### src/rtl/bcd_convert_sched.sv
// Binary-to-BCD converter shared by two requesters.
// A round-robin arbiter grants one 16-bit operand at a time; the operand is
// converted by a sequential double-dabble engine (one bit per clock), and the
// five-digit packed BCD result is presented on bcd with a one-cycle done pulse.
module bcd_convert_sched #(
   parameter int FIRST = 0
) (
   input  logic        clk,
   input  logic        reset_n,
   input  logic        req0,
   input  logic [15:0] val0,
   input  logic        req1,
   input  logic [15:0] val1,
   output logic        ack0,
   output logic        ack1,
   output logic        busy,
   output logic        done,
   output logic        done_id,
   output logic [19:0] bcd
);

   typedef enum logic {
      S_IDLE = 1'b0,
      S_CONV = 1'b1
   } state_t;

   // Last-grant value that makes FIRST win the first tie after reset.
   localparam logic LAST_RST = (FIRST == 0) ? 1'b1 : 1'b0;

   state_t      r_state;
   state_t      w_state_nxt;
   logic [4:0]  r_cnt;
   logic [15:0] r_opnd;
   logic [19:0] r_acc;
   logic [19:0] r_bcd;
   logic        r_done_id;
   logic        r_done;
   logic        r_ack0;
   logic        r_ack1;
   logic        r_last;
   logic        r_gnt;

   logic        w_req_any;
   logic        w_win;
   logic        w_capture;
   logic        w_last_step;
   logic        w_busy;
   logic [15:0] w_val_sel;
   logic [19:0] w_adj;
   logic [19:0] w_acc_step;

   // Add-3 correction of one BCD digit ahead of the shift.
   function automatic logic [3:0] dd_adj(input logic [3:0] d);
      return (d >= 4'd5) ? (d + 4'd3) : d;
   endfunction

   // State register.
   always_ff @(posedge clk or negedge reset_n) begin
      if (!reset_n) begin
         r_state <= S_IDLE;
      end else begin
         r_state <= w_state_nxt;
      end
   end

   // Next-state logic: IDLE waits for any request, CONV runs 16 steps.
   always_comb begin
      w_state_nxt = r_state;
      case (r_state)
         S_IDLE:  if (w_req_any) w_state_nxt = S_CONV;
         S_CONV:  if (r_cnt == 5'd1) w_state_nxt = S_IDLE;
         default: w_state_nxt = S_IDLE;
      endcase
   end

   // FSM decode: round-robin winner, capture strobe, final-step strobe, busy.
   always_comb begin
      w_req_any   = req0 | req1;
      // On a tie the requester not granted last wins; otherwise the lone requester.
      w_win       = (req0 & req1) ? ~r_last : req1;
      w_capture   = (r_state == S_IDLE) & w_req_any;
      w_last_step = (r_state == S_CONV) & (r_cnt == 5'd1);
      w_busy      = (r_state == S_CONV);
      w_val_sel   = w_win ? val1 : val0;
   end

   // One double-dabble step: correct the low four digits, then shift in the operand MSB.
   // The top digit is never corrected; it cannot exceed 6 for a 16-bit operand.
   always_comb begin
      w_adj      = {r_acc[19:16], dd_adj(r_acc[15:12]), dd_adj(r_acc[11:8]),
                    dd_adj(r_acc[7:4]), dd_adj(r_acc[3:0])};
      w_acc_step = (w_adj << 1) | {19'd0, r_opnd[15]};
   end

   // Datapath and handshake registers: capture in IDLE, iterate in CONV, publish on the last step.
   always_ff @(posedge clk or negedge reset_n) begin
      if (!reset_n) begin
         r_cnt     <= 5'd0;
         r_opnd    <= 16'd0;
         r_acc     <= 20'd0;
         r_bcd     <= 20'd0;
         r_done_id <= 1'b0;
         r_done    <= 1'b0;
         r_ack0    <= 1'b0;
         r_ack1    <= 1'b0;
         r_last    <= LAST_RST;
         r_gnt     <= 1'b0;
      end else begin
         r_ack0 <= w_capture & ~w_win;
         r_ack1 <= w_capture & w_win;
         r_done <= w_last_step;
         if (w_capture) begin
            r_opnd <= w_val_sel;
            r_acc  <= 20'd0;
            r_cnt  <= 5'd16;
            r_gnt  <= w_win;
            r_last <= w_win;
         end else if (r_state == S_CONV) begin
            r_acc  <= w_acc_step;
            r_opnd <= r_opnd << 1;
            r_cnt  <= r_cnt - 5'd1;
            if (w_last_step) begin
               r_bcd     <= w_acc_step;
               r_done_id <= r_gnt;
            end
         end
      end
   end

   assign ack0    = r_ack0;
   assign ack1    = r_ack1;
   assign busy    = w_busy;
   assign done    = r_done;
   assign done_id = r_done_id;
   assign bcd     = r_bcd;

endmodule
### config.mk
export PLATFORM = sky130hd
export DESIGN_NAME = bcd_convert_sched
export DESIGN_NICKNAME = d
export VERILOG_FILES = /design/src/rtl/bcd_convert_sched.sv
export SDC_FILE = /design/constraint.sdc
export NUM_CORES = 1
export LEC_CHECK = 0
export CAP_MARGIN = 10
export CELL_PAD_IN_SITES_DETAIL_PLACEMENT = 1
export CELL_PAD_IN_SITES_GLOBAL_PLACEMENT = 1
export CORE_MARGIN = 4
export CORE_UTILIZATION = 52
export DETAILED_ROUTE_END_ITERATION = 6
export DONT_BUFFER_PORTS = 1
export PLACE_DENSITY_LB_ADDON = 0.3
export SETUP_SLACK_MARGIN = 0.05
export SYNTH_ARGS = -nofsm -noshare
export SYNTH_HDL_FRONTEND = slang
export SYNTH_SLANG_ARGS = --single-unit
### constraint.sdc
create_clock -name clk -period 2.9 [get_ports clk]
set_input_delay 0.435 -clock clk [delete_from_list [all_inputs] [get_ports clk]]
set_output_delay 0.435 -clock clk [all_outputs]
set_load 0.005 [all_outputs]
==> impl_results.md <==
- Status: finished clean
- RSZ-0062 raised after global routing: no
- HPWL after DPL: 4970 µm
- Clock skew: 9.52 ps
- Clock sink count: 67
- H-tree Lvls: 3
- Vias in the first global route: ~2600
- Area growth syn-to-layout: 9.55%
- Via count: 2273
- Setup tns final: 0 ps
- Yosys cell types: 30
- Die Area: roughly 7300 µm²
- Post-detailed-route count of antenna-violating nets: 0
- Synth Warn #: 0
- CP Launch Type: flop
- Post-route clock period utilization: around three quarters
- Clock latency on the worst-skew pair: approximately 350 ps
- Grt met1 use: ~27%
- Switching power: 1360 µW
- Worst hold path class: input port to flop
- Routed vias/inst: ~6.0
- Leak: 0.00168 µW
- Pins over their slew limit: 0
- Initial Util: between 50% and 60%
- Largest net degree at the start of global routing: just under 70
- Input/output buffers: 0
- Crit path time final: about 2100 ps
- Placed Cells: around 360
- RePlAce Congestion: 0.736
- Layer with the highest usage: met2
- Antenna violations before repair: 0
- Initial DRT Pass Iterations: 6
- CTS tree: yes
- DRT iter0 DRCs: 168
- DRC: 0
- Yosys reg bits: 67
- FF-to-FF End: r_acc[7]
- First-pass GRT wire length: about 13000 µm
- Final wirelength: between 7000 and 8000 µm
- Origin of the critical flop-to-flop path: busy
- Worst-path clk slew: ~70 ps
- Synth top area share: 53.0%
- Layout Nets: between 300 and 400
- Fill cell count: roughly 600
- Clock share of power: a little under a quarter
- Slew headroom: between 50% and 60%
- Setup crit start: busy
- VDD IR max: approximately 0.00057 V
- Ant. Diodes: 0
- Critical path type: flop to flop
- Met3 Usage GRT: a little over 6%
- Worst path arrival time: 2370 ps
- # IOs: roughly 60
- Mapped Avg Cell Area: between 10 and 15 µm²
- Sequential element share of the synthesized area: a little over half
- Setup violations, final: 0
- FMAX: roughly 470 MHz
- Worst slew pin tran: around 650 ps
- M2 GR Usage: between 30 and 40%
- Post-synthesis cell area: 3120 µm²
- Setup crit end kind: flop
- CP max FO: 42
- Register-to-register setup slack: 760 ps
- R2R depth: 5
- Fraction of layout cells with a size suffix above 1: under 10%
- Yosys top cell by area: dfrtp_1
- Final hold vios: 0
- Global route total overflow: 0
- Pwr dens: roughly 1100 nW/µm²
- Average routed wire per standard cell: between 15 and 20 µm
- DIE HEIGHT: roughly 85 µm
- Setup Fix Bufs, Post-CTS: 0
- Synth Instances: approximately 300
- Fin cells: about 380
- Sequential power share: between 40 and 50%
- Maximum capacitance violations: 0
- Max Buffers Root-to-Sink: 2
- Standard-cell row count: 27
- Critical path capture point: r_acc[7]
- P_int: about 2400 µW
- Die width: 85.4 µm
- Core Region: 5680 µm²
- Synthesized Nets: 350
- Logic pwr share: 33.4%
- CP required: approximately 3100 ps
- CTS buffer count: 9
- Switching fraction of total power: a little over a third
- GRT Total Usage: around 22%
- Root Buffer Master: clkbuf_8
- Synth top area cells: dfrtp_1 53%, nand2_1 5.3%, a22o_1 5.1%
[cells in the mapped netlist, drive strengths merged]
library cell,instances
dfrtp,66
nand2,44
nor2,33
o21ai,20
a22o,18
nand2b,17
mux2,15
inv,12
clkbuf,10
ha,10
a21oi,8
a222oi,8
nand3,8
a31oi,7
buf,4
mux2i,4
xnor2,4
nor3,3
a21o,2
and2,2
and3,2
or4,2
a221oi,1
clkinv,1
dfstp,1
o22ai,1
xor2,1
[worst max-delay path, cell delays in order, from the launching register on]
cell	delay, ps
dfrtp_1	350
buf_4	410
inv_1	320
nand2_1	580
nand2_1	110
a22o_1	250
[metrics by stage]
step	instance area [µm²]	util, %	hold slack (ps)	worst slack, ps	power, µW
floorplan	3120	-	139	1110	2590
global placement	3160	55.6	141	813	2810
detailed placement	3160	55.6	141	778	2940
CTS	3410	60.2	253	755	3840
global route	3410	60.2	267	572	4110
finish	3410	60.2	267	760	3800
[power groups by stage]
stage | Combinational (µW) | Clock [µW] | Sequential, µW
after global routing | 1470 | 922 | 1720
final | 1270 | 866 | 1660
after CTS | 1290 | 879 | 1670
after floorplan | 1010 | 0 | 1580
after global placement | 1150 | 0 | 1660
after detailed placement | 1250 | 0 | 1680
[per-layer routing]
layer  vias up  wire [µm]
met4         0        121
li1       1065          -
met5         -          0
met1      1133       3120
met2        63       3730
met3        12        438
[kinds of logic (layout without fill, tap and decap cells)]
kind of cell             Yosys count  count (layout)  share of synthesized area, %
multiplexers                      19              19                          6.70
flip-flops                        67              67                          53.8
AND/OR/NAND/NOR                  111             111                          15.7
buffers and inverters             27              33                          3.81
AO/OA/AOI/OAI                     65              65                          14.5
adder cells (fa/ha/maj)           10              10                          4.01
XOR/XNOR                           5               5                          1.40
[sequential cells by signal, indices dropped and copies added (netlist names)]
| signal | cells |
|---|---|
| ack0 | 1 |
| r_opnd | 16 |
| bcd | 20 |
| r_acc | 19 |
| done | 1 |
| r_gnt | 1 |
| ack1 | 1 |
| r_last | 1 |
| r_cnt | 5 |
| busy | 1 |
| done_id | 1 |
[area by class of cell]
cell class                      count  area, µm²  area share, %
Inverter                           13       50.0           1.47
Clock buffer                       11        141           4.14
Sequential cell                    67       1680           49.1
Clock inverter                      5       77.6           2.27
Tap cell                           72       90.1           2.64
Multi-Input combinational cell    210       1330           38.8
Timing Repair Buffer                4       52.6           1.54
[repair_timing]
item	CTS	global route
resized for setup	0	0
hold buffers	2	0
endpoints found under the hold margin	67	0
[cell usage in the layout (no fill, tap or decap)]
cell type / count
and3_1: 2
dfstp_2: 1
dfrtp_1: 66
xor2_1: 1
a21o_1: 2
mux2i_1: 4
ha_1: 10
dlygate4sd3_1: 1
inv_1: 12
o21ai_0: 20
nand2_1: 44
clkbuf_8: 10
nor3_1: 2
nor2_1: 33
nand3_1: 8
a31oi_1: 7
mux2_2: 2
and2_1: 2
buf_16: 1
a221oi_1: 1
bufinv_16: 2
buf_4: 2
clkinv_2: 3
mux2_1: 13
clkinvlp_4: 1
a22o_1: 18
nand2b_1: 17
a21oi_1: 8
nor3_2: 1
or4_1: 2
a222oi_1: 8
o22ai_1: 1
clkbuf_1: 1
xnor2_1: 4
[how the worst min path moves through the flow]
stage,startpoint,to,slack (ps),cells past startpoint
2_1_floorplan,reset_n,ack0,140,0
3_3_place_gp,reset_n,bcd[11],140,0
3_5_place_dp,reset_n,bcd[10],140,0
4_1_cts,val0[13],r_opnd[13],250,2
5_1_grt,val0[1],r_opnd[1],270,2
6_report,val0[13],r_opnd[13],270,2
No activity file was read; power rests on OpenSTA's default activity.
